## src/rtl/popcount_accumulator.sv

```systemverilog
// Sums WINDOW accepted ones-counts (0..4) into a saturating total and presents
// it on a held valid/ready output together with per-window saturation/illegal-input flags.
module popcount_accumulator #(
    parameter int WINDOW = 16,
    parameter int SUM_W  = 8
) (
    input  logic             clk,
    input  logic             rst_n,
    input  logic             clr,
    input  logic [2:0]       cnt_in,
    input  logic             in_valid,
    output logic             in_ready,
    output logic [SUM_W-1:0] sum_out,
    output logic             out_valid,
    input  logic             out_ready,
    output logic             sat,
    output logic             bad
);

    localparam int               EXT_W    = ((SUM_W > 3) ? SUM_W : 3) + 1;
    localparam logic [SUM_W-1:0] SUM_MAX  = '1;
    localparam logic [7:0]       LAST_IDX = 8'(WINDOW - 1);

    localparam logic [0:0] ACCUM = 1'b0;
    localparam logic [0:0] HOLD  = 1'b1;

    logic [0:0]       state;
    logic [SUM_W-1:0] acc;
    logic [7:0]       idx;
    logic             sat_r;
    logic             bad_r;

    logic [2:0]       samp;
    logic [SUM_W:0]   add_res;
    logic [SUM_W-1:0] acc_nxt;
    logic             sat_nxt;
    logic             bad_nxt;

    // Illegal counts 5..7 contribute as the largest legal value.
    function automatic logic [2:0] clamp_cnt(input logic [2:0] c);
        return (c > 3'd4) ? 3'd4 : c;
    endfunction

    // Returns {overflow, clamped sum}.
    function automatic logic [SUM_W:0] sat_add(input logic [SUM_W-1:0] a, input logic [2:0] b);
        logic [EXT_W-1:0] s;
        s = EXT_W'(a) + EXT_W'(b);
        if (s > EXT_W'(SUM_MAX))
            return {1'b1, SUM_MAX};
        else
            return {1'b0, s[SUM_W-1:0]};
    endfunction

    assign in_ready  = (state == ACCUM);
    assign out_valid = (state == HOLD);

    always_comb begin
        samp    = clamp_cnt(cnt_in);
        add_res = sat_add(acc, samp);
        acc_nxt = add_res[SUM_W-1:0];
        sat_nxt = sat_r | add_res[SUM_W];
        bad_nxt = bad_r | (cnt_in > 3'd4);
    end

    always_ff @(posedge clk or negedge rst_n) begin
        if (!rst_n) begin
            state   <= ACCUM;
            acc     <= '0;
            idx     <= '0;
            sat_r   <= 1'b0;
            bad_r   <= 1'b0;
            sum_out <= '0;
            sat     <= 1'b0;
            bad     <= 1'b0;
        end else if (clr) begin
            state <= ACCUM;
            acc   <= '0;
            idx   <= '0;
            sat_r <= 1'b0;
            bad_r <= 1'b0;
        end else begin
            case (state)
                ACCUM: begin
                    if (in_valid) begin
                        if (idx == LAST_IDX) begin
                            sum_out <= acc_nxt;
                            sat     <= sat_nxt;
                            bad     <= bad_nxt;
                            state   <= HOLD;
                            acc     <= '0;
                            idx     <= '0;
                            sat_r   <= 1'b0;
                            bad_r   <= 1'b0;
                        end else begin
                            acc   <= acc_nxt;
                            idx   <= idx + 8'd1;
                            sat_r <= sat_nxt;
                            bad_r <= bad_nxt;
                        end
                    end
                end
                HOLD: begin
                    if (out_ready)
                        state <= ACCUM;
                end
                default: state <= ACCUM;
            endcase
        end
    end

endmodule

```

## config.mk

```make
export PLATFORM = sky130hd
export DESIGN_NAME = popcount_accumulator
export DESIGN_NICKNAME = d
export VERILOG_FILES = /design/src/rtl/popcount_accumulator.sv
export SDC_FILE = /design/constraint.sdc
export NUM_CORES = 1
export LEC_CHECK = 0
export ABC_AREA = 1
export CAP_MARGIN = 40
export CELL_PAD_IN_SITES_DETAIL_PLACEMENT = 0
export CELL_PAD_IN_SITES_GLOBAL_PLACEMENT = 1
export CORE_MARGIN = 5
export CORE_UTILIZATION = 49
export CTS_CLUSTER_DIAMETER = 80
export DETAILED_ROUTE_END_ITERATION = 8
export DONT_BUFFER_PORTS = 1
export MAX_ROUTING_LAYER = met4
export PLACE_DENSITY_LB_ADDON = 0.25
export SLEW_MARGIN = 15
export SYNTH_ARGS = -nofsm -noshare
export SYNTH_HDL_FRONTEND = slang
export SYNTH_SLANG_ARGS = --single-unit
```

## constraint.sdc

```tcl
create_clock -name clk -period 3.3 [get_ports clk]
set_input_delay 0 -clock clk [delete_from_list [all_inputs] [get_ports clk]]
set_output_delay 0 -clock clk [all_outputs]
set_load 0.02 [all_outputs]
```

==> results.py <==
metrics = {
    "hold_path": {
        "hp-class": "in2reg",
        "holdPathStages": 3,
        "hp-start": "cnt_in[1]",
        "min_to": "bad_r$_DFFE_PN0P_",
    },
    "synth": {
        "synth-compound-area-share_pct": 7.20,
        "synth_adder_area_share_pct": 4.43,
        "ys_seq_elements": 29,
        "synth_top_family_by_area": "simple AND/OR/NAND/NOR gates",
        "synth_largest_area_cell": "dfrtp_1",
        "avgSynthCellArea_um2": 7.95,
        "synth_xor_area_share_pct": 1.11,
        "ys_top_cells_by_area": "dfrtp_1, nand2_1, inv_1",
        "synth.most_common_cell": "nand2_1",
        "syn_area_mm2": 0.00158,
        "yosysUniqueCellTypes": 30,
        "synth_fp_nets": 212,
        "synth-main-ff-cell": "dfrtp_1",
        "synth_common_cells": "nand2_1, dfrtp_1, inv_1, nand3_1, nor2_1",
        "async_flop_share_pct": 100,
        "synth_seq_area_share_pct": 45.9,
        "synthCells": 199,
        "synthSimpleGateAreaFrac_pct": 35.5,
        "yosys.area.top_type_share_pct": 45.9,
        "synthMuxAreaShare_pct": 0,
        "synth_edf_count": 0,
        "yosys_warnings": 0,
    },
    "placed_design": {
        "place_congestion": 0.823,
        "dpl.hpwl_mm": 2.36,
        "io_buffers": 0,
        "place_ws_ns": 1.54,
        "placed_cell_area_mm2": 0.00162,
    },
    "sta": {
        "fin_setup_tns_ns": 0,
        "fmax_mhz": 478,
        "hold_ws_ns": 0.0265,
        "rsz0062_at_grt": "false",
        "drv_slew": 0,
        "layout_setup_ws_ns": 1.21,
        "period_share_pct": 63.3,
        "worst_slew_pin_slew_ns": 0.844,
        "maxSlewHeadroom_pct": 43.8,
        "finalSetupViolations": 0,
        "skew_ns": 0.00791,
        "fin_crit_ns": 2.09,
        "hold_viol": 0,
    },
    "worst_setup_path": {
        "slowest_delay_ns": 0.60,
        "reg2regPathDepth": 8,
        "cp_max_fo": 10,
        "rr_endpoint": "idx[5]$_DFFE_PN0P_",
        "crit_slowest_cell": "dlygate4sd3_1",
        "required_ns": 3.56,
        "crit_arrival_ns": 2.35,
        "rrSetupSlack_ns": 1.21,
        "r2r-start": "out_valid$_DFF_PN0_",
        "critPathLaunchType": "register",
        "critPathKind": "reg2reg",
        "crit_chain": "inv_2 > nand2_2 > nor2_4 > dlygate4sd3_1 > inv_2 > nor2_4 > nand2_1 > o21ai_1",
        "cp-end-kind": "register",
    },
    "pwr": {
        "power_w": 0.000656,
        "p_per_area_mw_per_mm2": 373,
        "power.leakage_nw": 0.934,
        "peakVddDrop_v": 0.000234,
    },
    "floorplan": {
        "initial_utilization_pct": 51.4,
        "die_h_um": 66.8,
        "rows": 20,
        "die_area_mm2": 0.00446,
        "coreArea_mm2": 0.00308,
        "num_io_pins": 20,
        "die_w_um": 66.8,
    },
    "global_routing": {
        "track_usage_pct": 18.2,
        "grt_pass1_wl_mm": 5.75,
        "grt_overflow": 0,
        "grt_pass1_vias": 1227,
        "antenna_found_initial": 0,
        "grt_max_degree": 30,
    },
    "drt": {
        "wl_per_cell_um": 12.9,
        "viasPerCell": 5.08,
        "drtAntennaViolNets": 0,
        "vias": 1296,
        "wl_mm": 3.28,
        "first_pass_iters": 4,
        "drtIter0Drc": 68,
        "drc": 0,
    },
    "clock_tree": {
        "root_buffer": "clkbuf_4",
        "clkTransAtPathRegs_ns": 0.09,
        "cts_resized": 0,
        "cts_max_path_buffers": 2,
        "cts_setup_buffers": 0,
        "clock-sinks": 29,
        "numCtsBuffers": 5,
        "clk_latency_ns": 0.33,
        "cts_tree": "done",
        "h-tree-depth": 2,
    },
    "job": {
        "cap_violations": 0,
    },
    "layout": {
        "fillerInstances": 297,
        "antenna_cells": 0,
        "areaGrowthSynthToFinish_pct": 11.0,
        "layout-drive-gt1-share_pct": 11.4,
        "stdcell_area_mm2": 0.00176,
        "nNetsFinal": 224,
    },
    "outcome": {
        "status": "finished, final reports clean",
    },
}
## sequential cells by signal, summed over array words and instances, names as in the netlist
| register | flops |
|---|---|
| out_valid | 1 |
| sum_out | 8 |
| bad | 1 |
| acc | 8 |
| sat | 1 |
| idx | 8 |
| bad_r | 1 |
| sat_r | 1 |
## logic make-up (layout without fill, tap and decap cells)
group / count (synthesis) / after routing
AND/OR/NAND/NOR: 123 / 123
buffers and inverters: 22 / 34
AO/OA/AOI/OAI: 18 / 18
adder cells (fa/ha/maj): 5 / 5
flip-flops: 29 / 29
XOR/XNOR: 2 / 2
## how the worst max path moves through the flow
stage                        start                endpoint  slack (ns)  cells after the start
3_3_place_gp    acc[0]$_DFFE_PN0P_  sum_out[4]$_DFFE_PN0P_        1.58                      9
3_5_place_dp    acc[0]$_DFFE_PN0P_  sum_out[5]$_DFFE_PN0P_        1.54                      8
6_report       out_valid$_DFF_PN0_      idx[5]$_DFFE_PN0P_        1.21                      8
2_1_floorplan   acc[0]$_DFFE_PN0P_       sat_r$_DFFE_PN0P_        1.67                      7
4_1_cts        out_valid$_DFF_PN0_      idx[5]$_DFFE_PN0P_        1.21                      8
5_1_grt        out_valid$_DFF_PN0_      idx[5]$_DFFE_PN0P_        1.08                      8
## routing by layer
metal  share of wire [%]  track usage, %
met1                  49            24.8
met2                  41            25.0
met3                 8.2            6.41
met4                 1.0            6.09
met5                   0               -
## placed cells by master, fill, tap and decap left out, drive strengths merged
master / synthesis / routed
dlygate4sd3: 0 / 6
o21bai: 1 / 1
nand3: 15 / 15
o21ai: 9 / 9
a21oi: 3 / 3
o21a: 1 / 1
nand4: 3 / 3
xor2: 2 / 2
nor2: 12 / 12
clkinv: 1 / 1
nor3: 1 / 1
inv: 19 / 19
o31ai: 1 / 1
dfrtp: 29 / 29
or2: 1 / 1
clkbuf: 0 / 7
nand2: 91 / 91
buf: 2 / 1
o22ai: 2 / 2
ha: 4 / 4
fa: 1 / 1
a21boi: 1 / 1
## power breakdown
part | internal [W] | switching [W] | total (W)
combinational | 0.0000238 | 0.0000436 | 0.0000674
clock | 0.000100 | 0.000120 | 0.000220
sequential | 0.000362 | 0.00000628 | 0.000368
total | 0.000486 | 0.000170 | 0.000656
## area by class of cell
| type | count | area [um^2] | share of cell area, % |
|---|---|---|---|
| timing repair buffer | 7 | 80.1 | 4.56 |
| multi-input combinational | 148 | 763 | 43.5 |
| tap | 44 | 55.1 | 3.14 |
| sequential | 29 | 726 | 41.3 |
| inverter | 20 | 76.3 | 4.35 |
| clock buffer | 7 | 55.1 | 3.14 |
## critical path, delay by kind of cell (launching register included)
kind,cells,cell delay (ns)
AOI/OAI and AO/OA,1,0.13
buffers and inverters,3,0.85
and+or+nand+nor,4,0.57
DFF,1,0.48
## per-stage QoR
step / utilization (%) / instances
global route: 57.0 / 255
floorplan: - / 199
detailed placement: 52.6 / 241
global placement: 52.6 / 241
CTS: 57.0 / 255
finish: 57.0 / 255
## what timing repair did
action	in CTS	in global routing
hold buffers	7	0
setup endpoints to repair	0	0
hold endpoints to repair	53	0
Power figures use the tool's default switching activity.
